===== config.mk =====
export PLATFORM = sky130hd
export DESIGN_NAME = s_term_loopback_pipe
export DESIGN_NICKNAME = d
export VERILOG_FILES = /design/src/rtl/s_term_pkg.sv /design/src/rtl/term_delay_line.sv /design/src/rtl/s_term_loopback_pipe.sv
export SDC_FILE = /design/constraint.sdc
export NUM_CORES = 1
export LEC_CHECK = 0
export CAP_MARGIN = 20
export CORE_AREA = 2 2 111 113
export DETAILED_ROUTE_END_ITERATION = 16
export DIE_AREA = 0 0 113 115
export PLACE_DENSITY = 0.71
export SYNTH_ARGS = -nofsm -noshare
export SYNTH_HDL_FRONTEND = slang
export SYNTH_SLANG_ARGS = --single-unit

===== constraint.sdc =====
create_clock -name UserCLK -period 1.9 [get_ports UserCLK]
set_input_delay 0.285 -clock UserCLK [delete_from_list [all_inputs] [get_ports UserCLK]]
set_output_delay 0.285 -clock UserCLK [all_outputs]
set_load 0.05 [all_outputs]

===== src/rtl/s_term_pkg.sv =====
// Shared definitions for the south-terminal loopback pipe: the control FSM
// state encoding, the delay-select width computation and the delay clamp.
// The optional zero-latency bypass is controlled by TERM_LOOPBACK_BYPASS_EN
// in the files that use these definitions.
package s_term_pkg;

  typedef enum logic [1:0] {
    ST_RUN   = 2'd0,
    ST_SHIFT = 2'd1,
    ST_FLUSH = 2'd2
  } state_t;

  // Width of one channel's delay field: enough bits to hold 0..max_delay.
  function automatic int dsel_w(input int max_delay);
    return $clog2(max_delay + 1);
  endfunction

  // Limit a requested delay to the deepest tap the delay line provides.
  function automatic int clamp_delay(input int value, input int max_delay);
    return (value > max_delay) ? max_delay : value;
  endfunction

endpackage


===== src/rtl/term_delay_line.sv =====
// Fixed-depth shift register for one terminal channel with a runtime tap
// select and a synchronous flush. Tap value d returns the input delayed by
// d cycles. With TERM_LOOPBACK_BYPASS_EN defined, tap 0 returns the input
// combinationally; otherwise tap 0 behaves as tap 1.
module term_delay_line #(
  parameter int WIDTH = 2,
  parameter int DEPTH = 4,
  parameter int SEL_W = 3
) (
  input  logic             clk,
  input  logic             rst_n,
  input  logic             flush,
  input  logic [WIDTH-1:0] din,
  input  logic [SEL_W-1:0] sel,
  output logic [WIDTH-1:0] dout
);

  logic [WIDTH-1:0] stage [DEPTH];

  // Shift the samples along every cycle; flush wipes all stages at once.
  always_ff @(posedge clk or negedge rst_n) begin
    if (!rst_n) begin
      for (int i = 0; i < DEPTH; i++) stage[i] <= '0;
    end else if (flush) begin
      for (int i = 0; i < DEPTH; i++) stage[i] <= '0;
    end else begin
      stage[0] <= din;
      for (int i = 1; i < DEPTH; i++) stage[i] <= stage[i-1];
    end
  end

  // Tap mux: stage i holds the input from i+1 cycles ago.
  always_comb begin
    dout = stage[0];
    for (int i = 0; i < DEPTH; i++) begin
      if (int'(sel) == i + 1) dout = stage[i];
    end
`ifdef TERM_LOOPBACK_BYPASS_EN
    if (sel == '0) dout = din;
`endif
  end

endmodule


===== src/rtl/s_term_loopback_pipe.sv =====
// South-to-north terminal loopback with a per-channel programmable delay.
// Delays are loaded through a serial shadow chain (LSB of channel 0 first)
// and applied atomically on cfg_commit, after which every delay line is
// flushed for MAX_DELAY cycles so no stale data leaks under the new timing.
// Optional feature macro: TERM_LOOPBACK_BYPASS_EN (delay 0 = combinational
// pass-through; without it, delay 0 is promoted to 1).
//
// Control handshake: cfg_en qualifies cfg_bit for one shift per cycle;
// cfg_commit is a one-cycle request honoured only in SHIFT with a full
// chain, and loses to cfg_en when both are high in the same cycle.
module s_term_loopback_pipe
  import s_term_pkg::*;
#(
  parameter int NUM_CH     = 8,
  parameter int NUM_SHARES = 2,
  parameter int MAX_DELAY  = 4,
  parameter int RST_DELAY  = 1
) (
  input  logic                         UserCLK,
  input  logic                         rst_n,
  input  logic [NUM_CH*NUM_SHARES-1:0] from_s,
  output logic [NUM_CH*NUM_SHARES-1:0] to_n,
  input  logic                         cfg_en,
  input  logic                         cfg_bit,
  input  logic                         cfg_commit,
  output logic                         busy,
  output logic                         cfg_err,
  output logic [1:0]                   fsm_state
);

  localparam int DSEL_W = dsel_w(MAX_DELAY);
  localparam int TOT    = NUM_CH * DSEL_W;
  localparam int CNT_W  = $clog2(TOT + 1);
  localparam int FL_W   = $clog2(MAX_DELAY + 1);
`ifdef TERM_LOOPBACK_BYPASS_EN
  localparam int RST_EFF = clamp_delay(RST_DELAY, MAX_DELAY);
`else
  localparam int RST_EFF = (clamp_delay(RST_DELAY, MAX_DELAY) < 1) ? 1
                           : clamp_delay(RST_DELAY, MAX_DELAY);
`endif

  state_t                       state;
  logic [TOT-1:0]               shadow;
  logic [CNT_W-1:0]             bit_cnt;
  logic [FL_W-1:0]              flush_cnt;
  logic [DSEL_W-1:0]            act_dly [NUM_CH];
  logic [DSEL_W-1:0]            new_dly [NUM_CH];
  logic [NUM_CH*NUM_SHARES-1:0] line_out;
  logic                         flushing;

  assign fsm_state = state;
  assign flushing  = (state == ST_FLUSH);

  // Decode the shadow chain into legal per-channel delays for a commit.
  always_comb begin
    for (int ch = 0; ch < NUM_CH; ch++) begin
      new_dly[ch] = DSEL_W'(clamp_delay(int'(shadow[ch*DSEL_W +: DSEL_W]), MAX_DELAY));
`ifndef TERM_LOOPBACK_BYPASS_EN
      if (new_dly[ch] == '0) new_dly[ch] = DSEL_W'(1);
`endif
    end
  end

  // Configuration FSM: serial load, commit check, fixed-length flush.
  always_ff @(posedge UserCLK or negedge rst_n) begin
    if (!rst_n) begin
      state     <= ST_RUN;
      shadow    <= '0;
      bit_cnt   <= '0;
      flush_cnt <= '0;
      busy      <= 1'b0;
      cfg_err   <= 1'b0;
      for (int ch = 0; ch < NUM_CH; ch++) act_dly[ch] <= DSEL_W'(RST_EFF);
    end else begin
      case (state)
        ST_RUN, ST_SHIFT: begin
          if (cfg_en) begin
            // Newest bit enters at the top; after TOT shifts the first bit
            // sent sits at bit 0. Older bits fall off the bottom.
            shadow <= (shadow >> 1) | (TOT'(cfg_bit) << (TOT - 1));
            if (bit_cnt != CNT_W'(TOT)) bit_cnt <= bit_cnt + CNT_W'(1);
            state <= ST_SHIFT;
            busy  <= 1'b1;
          end else if ((state == ST_SHIFT) && cfg_commit) begin
            if (bit_cnt == CNT_W'(TOT)) begin
              act_dly   <= new_dly;
              state     <= ST_FLUSH;
              busy      <= 1'b1;
              flush_cnt <= '0;
            end else begin
              cfg_err <= 1'b1;
              state   <= ST_RUN;
              busy    <= 1'b0;
            end
            shadow  <= '0;
            bit_cnt <= '0;
          end
        end
        ST_FLUSH: begin
          if (flush_cnt == FL_W'(MAX_DELAY - 1)) begin
            state     <= ST_RUN;
            busy      <= 1'b0;
            flush_cnt <= '0;
          end else begin
            flush_cnt <= flush_cnt + FL_W'(1);
          end
        end
        default: begin
          state <= ST_RUN;
          busy  <= 1'b0;
        end
      endcase
    end
  end

  // One delay line per channel, all shares of the channel move together.
  for (genvar ch = 0; ch < NUM_CH; ch++) begin : g_ch
    term_delay_line #(
      .WIDTH (NUM_SHARES),
      .DEPTH (MAX_DELAY),
      .SEL_W (DSEL_W)
    ) u_line (
      .clk   (UserCLK),
      .rst_n (rst_n),
      .flush (flushing),
      .din   (from_s[ch*NUM_SHARES +: NUM_SHARES]),
      .sel   (act_dly[ch]),
      .dout  (line_out[ch*NUM_SHARES +: NUM_SHARES])
    );
  end

  assign to_n = flushing ? '0 : line_out;

endmodule


Yosys cells after proc, flatten, opt, wreduce, memory -nomap -nowiden
Index checks and enable logic that the tools add are counted.
{ "classes": {"eq_ne": 35, "mux": 69, "magnitude_cmp": 8, "bitwise": 3, "addsub": 2, "reduce_logical": 19} }
{ "ops": {"columns": ["cell", "n"], "rows": [
  ["== test 3 bit (second input constant)", 24],
  ["2-to-1 mux 8 bit", 8],
  ["2-to-1 mux 3 bit", 20],
  ["2-to-1 mux 2 bit", 28],
  ["2-to-1 mux 24 bit", 2],
  ["> comparator 3 bit (second input constant)", 8],
  ["logical NOT 3 bit", 8],
  ["bitwise OR 23 x 24 -> 24 bit", 1],
  ["2-to-1 mux 16 bit", 1],
  ["2-to-1 mux 5 bit", 3],
  ["AND reduction 4 bit", 3],
  ["inequality test 2 bit (second input constant)", 3],
  ["one-hot mux 3 bit (2 select lines)", 1],
  ["adder 5 x 1 -> 5 bit (second input constant)", 1],
  ["== test 5 bit (second input constant)", 1],
  ["inequality test 5 bit (second input constant)", 1],
  ["2-to-1 mux 1 bit", 4],
  ["inequality test 2 x 1 -> 1 bit (second input constant)", 2],
  ["one-hot mux 2 bit (2 select lines)", 1],
  ["AND reduction 2 bit", 2],
  ["nonzero test 2 bit", 2],
  ["adder 3 x 1 -> 3 bit (second input constant)", 1],
  ["== test 3 x 2 -> 1 bit (second input constant)", 1],
  ["inequality test 3 bit (second input constant)", 1],
  ["8 further kinds", 9]
]} }
{ "totals": {"register_bits": 124, "input_bits": 21, "elab_cells": 182, "output_inout_bits": 20} }

Longest topological paths before layout
{ "depth": {"depth_word": 5, "mapped_depth": 6, "ltp_nobuf": 5} }

By module
A second synthesis with hierarchy kept.
{ "unflattened": {"cells_unflattened": 452, "hier_area_um2": 5356.4} }
{ "modules_own_cells": {"columns": ["mod", "cells_per_inst", "instances", "area_per_inst_um2"], "rows": [
  ["s_term_loopback_pipe", 221, 1, 2636.3],
  ["term_delay_line at g_ch[1].u_line ...", 29, 7, 340.3],
  ["term_delay_line at g_ch[0].u_line", 28, 1, 337.8]
]} }

Worst setup path before layout
OpenSTA, ideal clock, no wires.
{ "synth_timing": {"path_type": "reg-to-output", "start": "register state[0] (netlist: fsm_state[0])", "end": "output to_n[10]", "path_buffers": 2, "t_arrival_ns": 2.155, "path_stages_with_launch": 6, "setup_slack_ns": -0.540, "cell_sequence": "dfrtp_1 nand2b_1 buf_2 buf_2 o21ai_0 a31oi_1"} }
{ "synth_via": {"elab_chain_cells": 2} }
{ "synth_lines": {"columns": ["item", "line", "source"], "rows": [
  ["from (decl)", "s_term_loopback_pipe.sv:42", "state_t state;"],
  ["from (signal assigned)", "s_term_loopback_pipe.sv:67", "state <= ST_RUN;"],
  ["from (signal assigned)", "s_term_loopback_pipe.sv:82", "state <= ST_SHIFT;"],
  ["from (signal assigned)", "s_term_loopback_pipe.sv:87", "state <= ST_FLUSH;"],
  ["== test 2 bit", "s_term_loopback_pipe.sv:52", "assign flushing = (state == ST_FLUSH);"],
  ["2-to-1 mux 16 bit", "s_term_loopback_pipe.sv:132", "assign to_n = flushing ? '0 : line_out;"],
  ["to (decl)", "s_term_loopback_pipe.sv:22", "output logic [NUM_CH*NUM_SHARES-1:0] to_n,"]
]} }
Every way passes these cells.

Worst setup path after layout
{ "layout_timing": {"start": "register act_dly[15] in the netlist's numbering", "end": "output to_n[5]"} }
{ "layout_via": {"elab_chain_cells": 5, "word_cells_on_any_way": 7, "cone_classes": "eq/ne (3); mux (4)"} }
{ "layout_lines": {"columns": ["item", "line", "source"], "rows": [
  ["from (decl)", "s_term_loopback_pipe.sv:46", "logic [DSEL_W-1:0] act_dly [NUM_CH];"],
  ["from (signal assigned)", "s_term_loopback_pipe.sv:86", "act_dly <= new_dly;"],
  ["== test 3 bit", "term_delay_line.sv:36", "if (int'(sel) == i + 1) dout = stage[i];"],
  ["2-to-1 mux 2 bit (2 in series)", "term_delay_line.sv:36", null],
  ["2-to-1 mux 2 bit *", "term_delay_line.sv:36", null],
  ["2-to-1 mux 16 bit *", "s_term_loopback_pipe.sv:132", null]
]} }
Every way passes the cells marked *; elsewhere a longest branch is shown, timed or not.

==> reports/metrics.yaml <==
status: "complete, but fails checks"
violations: "DRC, setup timing"
finalHoldViolCount: 0
switching_share_pct: 23.9
synth-edff-count: 0
cp-start-kind: "flop"
yosys-top-cells-count: "dfrtp_1 (116), and2_1 (64), o21ai_0 (32)"
cap_violations: 0
rsz0062_at_grt: "true"
end_kind: "output pin"
antenna_cells: 0
grtUsageMet3_pct: 5.22
worstPathRequired_ns: 1.62
crit_path_max_fanout: 4
place_congestion: 0.775
grtUsageMet2_pct: 27.8
synth_ff_type: "dfrtp_1"
cts_buffers: 17
async_reset_ff_share_pct: 100
worst_hold_path_type: "primary input to async pin"
firstDrtPassIters: 10
path_class: "flop to output pin"
yosysTopAreaCell: "dfrtp_1"
syn-mean-instance-area_sq_um: 12.2
internal-power_uw: 5110
num_rows: 40
final_nets: 523
numPortBuffers: 40
synthCells: 425
crit_arrival_ns: 1.80
power_uw: 6710
antenna_found_initial: 0
cts.sinks: 124
place_area_sq_um: 6330
grt_pass1_vias: 3652
clk_pin_slew_ns: 0.06
use_met1_pct: 22.2
ff_latch_area_sq_um: 3110
p_comb_share_pct: 9.6
dieArea_sq_um: 13000
cts-htree-levels: 4
synth-seq-cells: 124
core-area_sq_um: 11800
seq_area_frac_synth_pct: 59.8
clkPwrFrac_pct: 46.7
final_area_sq_um: 7260
vias: 3499
initial_core_util_pct: 44.1
pre_cts_slack_ns: 0.0516
ant_nets: 0
drc: 7
clockRootBuffer: "clkbuf_16"
yosysUniqueCellTypes: 42
p_leak_uw: 0.00311
drt_wl_total_um: 10700
slew_headroom_pct: 60.6
area_growth_pct: 39.4
tightest_slew_ns: 0.591
fin_crit_ns: 2.09
grt_max_degree: 42
fin_skew_ns: 0.00919
netlist_area_sq_um: 5200
drt_iter0_drc: 249
cellPowerDensity_nw_per_um2: 925
slew_viol_final: 0
grt-ovfl-total: 0
syn_nets: 449
setup_viol: 16
worst_hold_slack_ns: 0.428
cts_tree: "done"
die_w_um: 113
grt_busiest_layer: "met2"
fmax_mhz: 480
routedWlPerCell_um: 16.2
layout-drive-gt1-share_pct: 30.9
fp.dieH_um: 115
grt.total_usage_pct: 17.1
yosys_warnings: 0
num-fill-cells: 886
fin_util_pct: 61.4
yosysTopAreaCellShare_pct: 55.8
finalWorstSetupSlack_ns: -0.185
io_pins: 41
grt_first_pass_wirelength_um: 17600
vias_per_cell: 5.31
multiInputGateArea_sq_um: 2360
synthTopCellsByArea: "dfrtp_1 (56%), and2_1 (7.7%), dfstp_2 (4.0%)"
vdd_drop_max_mv: 0.612
seqPwrFrac_pct: 43.7
insertion_delay_ns: 0.41
switching_power_uw: 1610
cts_buffer_depth: 2
synthMostInstantiatedCell: "dfrtp_1"
finalCritPeriodShare_pct: 110
post-dp-hpwl_um: 6390
==> metal layers <==
| layer | part of all wire (%) | vias up |
|---|---|---|
| li1 | - | 1648 |
| met1 | 47 | 1795 |
| met2 | 49 | 48 |
| met3 | 3.0 | 8 |
| met4 | 0.88 | 0 |
| met5 | 0 | - |
==> worst paths after layout <==
path | from | endpoint | slack [ns] | cells past startpoint
min in group UserCLK | from_s[13] | g_ch[6].u_line.stage[7] | 0.43 | 2
max reg2reg | bit_cnt[1] | act_dly[20] | 0.14 | 6
min | rst_n | cfg_err | 0.43 | 2
max | act_dly[15] | to_n[5] | -0.19 | 4
min reg2reg | cfg_err | cfg_err | 0.47 | 1
max in group asynchronous | rst_n | act_dly[12] | 0.81 | 3
==> critical path, stage by stage, from the launching register on <==
cell and delay (ns):
dfstp_2 0.58, mux2i_1 0.10, or3_4 0.34, a31oi_4 0.21, buf_12 0.16
==> kinds of logic after synthesis <==
kind of cell | after synthesis | share of synthesized area (%)
and+or+nand+nor | 127 | 16.2
DFF | 124 | 59.8
AOI/OAI and AO/OA | 97 | 12.1
buffers and inverters | 38 | 3.77
muxes | 36 | 7.31
adders and majority gates | 3 | 0.721
==> stage by stage <==
step                      instances  TNS [ns]
after floorplan                 425         0
after global placement          617         0
after detailed placement        617         0
after CTS                       656     -2.51
after global routing            659     -3.04
final                           659     -2.15
==> power groups by stage <==
stage / clock, uW / combinational, uW / sequential (uW)
after detailed placement: 0 / 638 / 2960
after global routing: 3300 / 708 / 2950
after floorplan: 0 / 373 / 2940
after CTS: 3180 / 646 / 2930
after global placement: 0 / 610 / 2950
final: 3140 / 646 / 2930
==> flip-flops by register name, summed over array words and instances (netlist names) <==
name               flops
bit_cnt                5
flush_cnt              3
fsm_state              2
shadow                24
busy                   1
g_ch.u_line.stage     64
cfg_err                1
act_dly               24
==> layout by cell type, fill, tap and decap left out, types with 6 or more instances in the layout <==
cell type	Yosys	final
dfrtp_1	116	115
and2_1	64	64
a22o_1	24	24
buf_12	0	24
inv_1	20	20
mux2i_1	20	20
clkdlybuf4s50_1	0	20
buf_4	0	20
clkbuf_16	0	18
o21ai_0	32	16
a31oi_4	0	15
nand2_1	12	12
a21oi_1	10	10
nand2b_1	10	9
or3_4	0	9
or3b_4	0	8
mux2_1	8	8
mux2_2	8	8
dfstp_2	8	8
o21ai_2	0	7
o21ai_4	0	6
clkinv_2	0	6
buf_6	3	6
==> what timing repair did <==
item | 4_1_cts | 5_1_grt
gates cloned | 0 | 1
setup endpoints to repair | 16 | 17
gates resized for setup | 49 | 20
buffers inserted | 6 | 2
hold buffers | 1 | 0
pin swaps | 18 | 7
endpoints found under the hold margin | 36 | 0
==> layout make-up <==
cell class	instances	share of cell area [%]
inverters	20	1.03
clock inverters	12	1.67
well taps	147	2.53
flip-flops and latches	124	42.9
clock buffers	20	6.29
multi-input cells	263	32.5
repair buffers	73	13.0
Power figures use the tool's default switching activity.
